==> src/rtl/soml_pkg.sv <==
// Shared SOML decoder definitions: Q8.8 width,
// xQ2 datapath latency and issue-scheduler state encoding.
package soml_pkg;

  localparam int XQ_W    = 16;
  localparam int XQ2_LAT = 12;

  typedef enum logic [1:0] {
    ST_IDLE  = 2'd0,
    ST_ISSUE = 2'd1,
    ST_GAP   = 2'd2
  } sched_st_e;

endpackage

==> src/rtl/rr_arbiter.sv <==
// Round-robin arbiter; the pointer moves past the winner
// only when a grant is issued and holds otherwise.
module rr_arbiter #(
  parameter int NREQ = 4,
  parameter int SW   = $clog2(NREQ)
) (
  input  logic            clk,
  input  logic            rstn,
  input  logic [NREQ-1:0] i_req,
  input  logic            i_en,
  output logic [NREQ-1:0] o_gnt,
  output logic [SW-1:0]   o_idx
);

  localparam int SW1 = SW + 1;

  logic [SW-1:0]   r_ptr;
  logic [NREQ-1:0] w_gnt;
  logic [SW-1:0]   w_idx;
  logic            w_hit;

  // First active requester at or after the pointer wins
  always_comb begin
    logic [SW:0]   w_s;
    logic [SW-1:0] w_j;
    w_gnt = '0;
    w_idx = '0;
    w_hit = 1'b0;
    w_s   = '0;
    w_j   = '0;
    for (int i = 0; i < NREQ; i++) begin
      w_s = {1'b0, r_ptr} + SW1'(i);
      if (w_s >= SW1'(NREQ))
        w_s = w_s - SW1'(NREQ);
      w_j = w_s[SW-1:0];
      if (!w_hit && i_en && i_req[w_j]) begin
        w_hit      = 1'b1;
        w_gnt[w_j] = 1'b1;
        w_idx      = w_j;
      end
    end
  end

  // Advance past the winner on a grant only
  always_ff @(posedge clk or negedge rstn) begin
    if (!rstn)
      r_ptr <= '0;
    else if (w_hit)
      r_ptr <= (w_idx == SW'(NREQ - 1)) ?
               '0 : w_idx + SW'(1);
  end

  assign o_gnt = w_gnt;
  assign o_idx = w_idx;

endmodule

==> src/rtl/xq2_issue_sched.sv <==
// xQ2 issue scheduler: RR issue, latency tracker, result FIFO.
// Optional XQ2_SCHED_PERF_EN adds perf_issue/perf_stall counters.
module xq2_issue_sched
  import soml_pkg::*;
#(
  parameter int NREQ     = 4,
  parameter int TAGW     = 4,
  parameter int LAT      = XQ2_LAT,
  parameter int II       = 4,
  parameter int RQ_DEPTH = 4,
  parameter int SW       = $clog2(NREQ)
) (
  input  logic                clk,
  input  logic                rstn,
  input  logic [NREQ-1:0]     req_valid,
  input  logic [NREQ*TAGW-1:0] req_tag,
  output logic [NREQ-1:0]     req_ready,
  output logic                dp_start,
  output logic [SW-1:0]       dp_sel,
  input  logic [XQ_W-1:0]     dp_xq2,
  output logic                res_valid,
  input  logic                res_ready,
  output logic [SW-1:0]       res_src,
  output logic [TAGW-1:0]     res_tag,
  output logic [XQ_W-1:0]     res_data,
  input  logic                flush,
  output logic                busy
`ifdef XQ2_SCHED_PERF_EN
  ,
  output logic [31:0]         perf_issue,
  output logic [31:0]         perf_stall
`endif
);

  localparam int AW  = $clog2(RQ_DEPTH);
  localparam int CW  = AW + 1;
  localparam int GW  = (II > 2) ? $clog2(II) : 1;
  localparam int GLD = (II > 2) ? II - 3 : 0;

  sched_st_e       r_st;
  logic [GW-1:0]   r_gap;
  logic            r_start;
  logic [SW-1:0]   r_sel;
  logic [TAGW-1:0] r_tag;
  logic [CW-1:0]   r_infl;
  logic [CW-1:0]   r_occ;
  logic [CW-1:0]   w_credit;
  logic            w_en, w_hs, w_wb;
  logic            w_push, w_pop;
  logic [NREQ-1:0] w_gnt;
  logic [SW-1:0]   w_idx;

  logic [LAT-1:0]  r_tv;
  logic [SW-1:0]   r_ts [LAT];
  logic [TAGW-1:0] r_tt [LAT];

  logic [XQ_W-1:0] r_qd [RQ_DEPTH];
  logic [SW-1:0]   r_qs [RQ_DEPTH];
  logic [TAGW-1:0] r_qt [RQ_DEPTH];
  logic [AW-1:0]   r_wp, r_rp;

  assign w_credit = r_infl + r_occ;
  assign w_en = rstn & ~flush &
                (r_st == ST_IDLE) &
                (w_credit < CW'(RQ_DEPTH));

  rr_arbiter #(
    .NREQ (NREQ),
    .SW   (SW)
  ) u_arb (
    .clk   (clk),
    .rstn  (rstn),
    .i_req (req_valid),
    .i_en  (w_en),
    .o_gnt (w_gnt),
    .o_idx (w_idx)
  );

  assign req_ready = w_gnt;
  assign w_hs   = |(req_valid & w_gnt);
  assign w_wb   = r_tv[LAT-1];
  assign w_push = w_wb & ~flush;
  assign w_pop  = res_valid & res_ready & ~flush;

  // Issue sequencing: handshake, start pulse, spacing gap
  always_ff @(posedge clk or negedge rstn) begin
    if (!rstn) begin
      r_st    <= ST_IDLE;
      r_gap   <= '0;
      r_start <= 1'b0;
      r_sel   <= '0;
      r_tag   <= '0;
    end else if (flush) begin
      r_st    <= ST_IDLE;
      r_gap   <= '0;
      r_start <= 1'b0;
    end else begin
      r_start <= w_hs;
      unique case (r_st)
        ST_IDLE: begin
          if (w_hs) begin
            r_st  <= ST_ISSUE;
            r_sel <= w_idx;
            r_tag <= req_tag[w_idx*TAGW +: TAGW];
          end
        end
        ST_ISSUE: begin
          r_gap <= GW'(GLD);
          r_st  <= (II > 2) ? ST_GAP : ST_IDLE;
        end
        ST_GAP: begin
          if (r_gap == '0)
            r_st <= ST_IDLE;
          else
            r_gap <= r_gap - GW'(1);
        end
        default: r_st <= ST_IDLE;
      endcase
    end
  end

  // Tracker valid bits follow each start pulse down the pipe
  always_ff @(posedge clk or negedge rstn) begin
    if (!rstn)
      r_tv <= '0;
    else if (flush)
      r_tv <= '0;
    else
      r_tv <= {r_tv[LAT-2:0], r_start};
  end

  // Tracker src/tag payload travels alongside the valid bits
  always_ff @(posedge clk) begin
    r_ts[0] <= r_sel;
    r_tt[0] <= r_tag;
    for (int k = 1; k < LAT; k++) begin
      r_ts[k] <= r_ts[k-1];
      r_tt[k] <= r_tt[k-1];
    end
  end

  // Credits and FIFO pointers; flush drops everything
  always_ff @(posedge clk or negedge rstn) begin
    if (!rstn) begin
      r_infl <= '0;
      r_occ  <= '0;
      r_wp   <= '0;
      r_rp   <= '0;
    end else if (flush) begin
      r_infl <= '0;
      r_occ  <= '0;
      r_wp   <= '0;
      r_rp   <= '0;
    end else begin
      r_infl <= r_infl + CW'(w_hs) - CW'(w_wb);
      r_occ  <= r_occ + CW'(w_push) - CW'(w_pop);
      r_wp   <= r_wp + AW'(w_push);
      r_rp   <= r_rp + AW'(w_pop);
    end
  end

  // Result storage written on write-back
  always_ff @(posedge clk) begin
    if (w_push) begin
      r_qd[r_wp] <= dp_xq2;
      r_qs[r_wp] <= r_ts[LAT-1];
      r_qt[r_wp] <= r_tt[LAT-1];
    end
  end

  assign dp_start  = r_start;
  assign dp_sel    = r_sel;
  assign res_valid = (r_occ != '0);
  assign res_src   = res_valid ? r_qs[r_rp] : '0;
  assign res_tag   = res_valid ? r_qt[r_rp] : '0;
  assign res_data  = res_valid ? r_qd[r_rp] : '0;
  assign busy      = (w_credit != '0) |
                     (r_st != ST_IDLE);

`ifdef XQ2_SCHED_PERF_EN
  logic [31:0] r_pi, r_ps;

  // Issue and stall counters survive flush
  always_ff @(posedge clk or negedge rstn) begin
    if (!rstn) begin
      r_pi <= '0;
      r_ps <= '0;
    end else begin
      r_pi <= r_pi + 32'(r_start);
      r_ps <= r_ps + 32'(|req_valid && !w_hs);
    end
  end

  assign perf_issue = r_pi;
  assign perf_stall = r_ps;
`endif

endmodule

==> config.mk <==
export PLATFORM = sky130hd
export DESIGN_NAME = xq2_issue_sched
export DESIGN_NICKNAME = d
export VERILOG_FILES = /design/src/rtl/soml_pkg.sv /design/src/rtl/rr_arbiter.sv /design/src/rtl/xq2_issue_sched.sv
export SDC_FILE = /design/constraint.sdc
export NUM_CORES = 1
export LEC_CHECK = 0
export CAP_MARGIN = 20
export CORE_MARGIN = 4
export CORE_UTILIZATION = 50
export CTS_CLUSTER_DIAMETER = 120
export CTS_CLUSTER_SIZE = 12
export DETAILED_ROUTE_END_ITERATION = 6
export GPL_TIMING_DRIVEN = 1
export PLACE_DENSITY = 0.68
export SLEW_MARGIN = 20
export SYNTH_ARGS = -nofsm -noshare
export SYNTH_HDL_FRONTEND = slang
export SYNTH_SLANG_ARGS = --single-unit
==> constraint.sdc <==
create_clock -name clk -period 5.7 [get_ports clk]
set_input_delay 1.425 -clock clk [delete_from_list [all_inputs] [get_ports clk]]
set_output_delay 1.425 -clock clk [all_outputs]
set_load 0.01 [all_outputs]
==> flow_summary.toml <==
[outcome]
outcome = "finished clean"

[floorplan]
num_rows = 43
die_w_um = 126.9
start_util_pct = 50.90
coreArea_um2 = 13880
die_h_um = 126.9
ios = 71
die_area_um2 = 16100

[route]
drt-initial-drc-count = 252
ant_nets = 0
drt_pass1_iterations = 4
wirelength_mm = 12.21
post-route-drc-count = 0
wl_per_cell_um = 16.92
avgViaCountPerCell = 5.349
vias = 3862

[setup_path]
crit_required_ns = 4.28
criticalPathCategory = "in -> out"
r2r_slack_ns = 1.59
setup.worst_path.start_class = "input port"
worstPathArrival_ns = 4.04
crit_path_max_fanout = 8
end_kind = "output port"

[global_routing]
antenna_found_initial = 0
grt-ovfl-total = 0
grt_max_degree = 36
grt_pass1_vias = 4040
grt_pass1_wl_mm = 20.43
grt.total_usage_pct = 16.42

[power]
p_leak_uw = 0.003277
power_density_nw_per_um2 = 456.7
p_total_uw = 3966
peakVddDrop_mv = 0.2608

[sta]
setup_ws_ns = 0.2306
maxSlewViolCount = 0
worst_slew_pin_slew_ns = 1.065
setup_viol = 0
hold_viol = 0
tns_ns = 0
period_share_pct = 95.95
skew_ns = 0.005447
period_minus_slack_ns = 5.469
max_freq_mhz = 182.8
rsz0062_at_grt = "no"
slew_headroom_pct = 28.99

[placed_design]
io_buffers = 70
place_ws_ns = 0.1737
detailed_place_hpwl_mm = 7.801
dp_cells = 690
place.gp.congestion = 0.8014
post_dp_cell_area_um2 = 8053

[clock_tree]
cts_tree = "built"
clock_path_buffers = 2
cts.sinks = 195
clock_latency_ns = 0.42
cts_htree_levels = 4
cts_root_buffer = "clkbuf_16"
clk_pin_slew_ns = 0.07
numCtsBuffers = 17

[job]
max_cap_viol_count = 0

[yosys]
synth-edff-count = 88
syn_avg_cell_area_um2 = 16.02
syn_area_um2 = 7066
synthCells = 441
synthFlopType = "edfxtp_1"
synth_cell_types = 48
seq_area_frac_synth_pct = 70.20
synth_nets = 501
ys_warn_count = 0
synth-seq-cells = 195
ys_async_sr_fraction_pct = 17.95

[cells_and_area]
drive_gt1_share_pct = 16.24
fill_cells = 1028
num-nets-final = 589
fin_cells = 722
final_area_um2 = 8686
syn2layout_area_growth_pct = 22.93
antenna_cells = 0

[worst_hold_path]
hold_class = "reg -> reg"
cell usage in the layout (no fill, tap or decap), types with 4 or more instances in the layout:
master,synthesis,routed
nand2_1,9,9
a211oi_1,13,13
nor2_1,12,10
nand3_1,7,7
a221o_1,4,4
clkdlybuf4s50_1,0,70
buf_4,0,16
ha_1,17,17
xnor2_1,5,5
nand3b_1,4,4
nor3_1,6,4
clkbuf_16,0,20
inv_1,18,18
o31ai_1,5,5
mux4_2,26,26
dfrtp_1,35,35
edfxtp_1,88,88
and3_1,10,10
dfxtp_1,72,72
a21oi_1,8,8
nor2b_1,44,44
area by class of cell:
type | instances | area [µm²] | area share (%)
multi-input cells | 211 | 1982 | 22.82
well taps | 180 | 225.2 | 2.593
repair buffers | 86 | 820.8 | 9.450
clock buffers | 21 | 504.2 | 5.805
inverters | 18 | 67.56 | 0.7779
flip-flops and latches | 195 | 4960 | 57.10
clock inverters | 11 | 126.4 | 1.455
per-layer routing:
metal	GRT usage [%]	part of all wire (%)
met1	19.67	42
met2	27.62	50
met3	5.474	5.9
met4	6.309	1.8
met5	0	0
sequential cells by signal (all words and copies together), names as in the netlist:
| register | cells |
|---|---|
| dp_sel | 2 |
| r_wp | 2 |
| r_ts | 24 |
| r_tag | 4 |
| dp_start | 1 |
| r_qs | 8 |
| r_tv | 12 |
| r_tt | 48 |
| r_qd | 64 |
| r_infl | 3 |
| r_rp | 2 |
| r_qt | 16 |
| r_occ | 3 |
| r_gap | 2 |
| u_arb.r_ptr | 2 |
| r_st | 2 |
final timing paths:
| check | cells after the start | end | start |
|---|---|---|---|
| worst max-delay path | 6 | req_ready[2] | req_valid[0] |
| worst min-delay path | 0 | r_ts[0][5] | r_ts[0][3] |
| worst max register to register | 15 | r_infl[2] | u_arb.r_ptr[1] |
| worst min register to register | 0 | r_ts[0][5] | r_ts[0][3] |
| max in group asynchronous | 2 | r_occ[2] | rstn |
| min in group asynchronous | 2 | dp_sel[0] | rstn |
critical path, cell delays in order:
cell and delay, ns:
clkdlybuf4s50_1 0.54, mux4_2 0.59, or4b_4 0.56, nor2_2 0.18
a221o_1 0.19, clkdlybuf4s50_1 0.54
logic make-up after synthesis:
family | after synthesis | share of synthesized area (%)
mux | 30 | 8.978
compound gates | 45 | 4.622
flops | 195 | 70.20
xor+xnor | 7 | 1.062
buf+inv | 35 | 2.036
fa+ha+maj | 20 | 3.860
simple gates | 109 | 9.244
power by group:
| group | leakage (µW) | internal, µW | total, µW | switching (µW) |
|---|---|---|---|---|
| clock | 0.000311 | 696 | 1210 | 511 |
| sequential | 0.00187 | 1750 | 1840 | 95.4 |
| combinational | 0.00110 | 448 | 917 | 469 |
| total | 0.00328 | 2890 | 3970 | 1070 |
per-stage QoR:
step	hold slack (ns)	utilization, %
2_1_floorplan	0.3096	-
3_3_place_gp	0.3111	58.01
3_5_place_dp	0.3121	58.01
4_1_cts	0.3249	62.56
5_1_grt	0.3275	62.57
6_report	0.3233	62.57
cells in the mapped netlist (all sizes together), types with 2 or more instances:
library cell | number | area (µm²)
nor2b | 44 | 275.3
o31ai | 5 | 37.54
nand2b | 3 | 18.77
nor4 | 3 | 31.28
dfrtp | 35 | 875.8
a21oi | 8 | 40.04
and3 | 10 | 62.56
inv | 18 | 67.56
nor2 | 12 | 45.04
o211ai | 3 | 22.52
buf | 8 | 42.54
edfxtp | 88 | 2643
o21ai | 2 | 10.01
nand3b | 4 | 30.03
nor3b | 4 | 30.03
mux2 | 4 | 48.79
nor3 | 7 | 40.04
fa | 3 | 60.06
clkbuf | 9 | 33.78
a221o | 4 | 40.04
nand3 | 7 | 35.03
xnor2 | 5 | 43.79
nand2 | 9 | 33.78
dfxtp | 72 | 1441
a22oi | 3 | 22.52
ha | 17 | 212.7
mux4 | 26 | 585.6
a211oi | 13 | 97.59
timing repair:
| item | CTS | global route |
|---|---|---|
| hold buffers | 0 | 0 |
| resized for setup | 0 | 1 |
| setup endpoints to repair | 0 | 1 |
| hold endpoints to repair | 0 | 0 |
| buffers inserted | 0 | 0 |
Power figures use the tool's default switching activity.
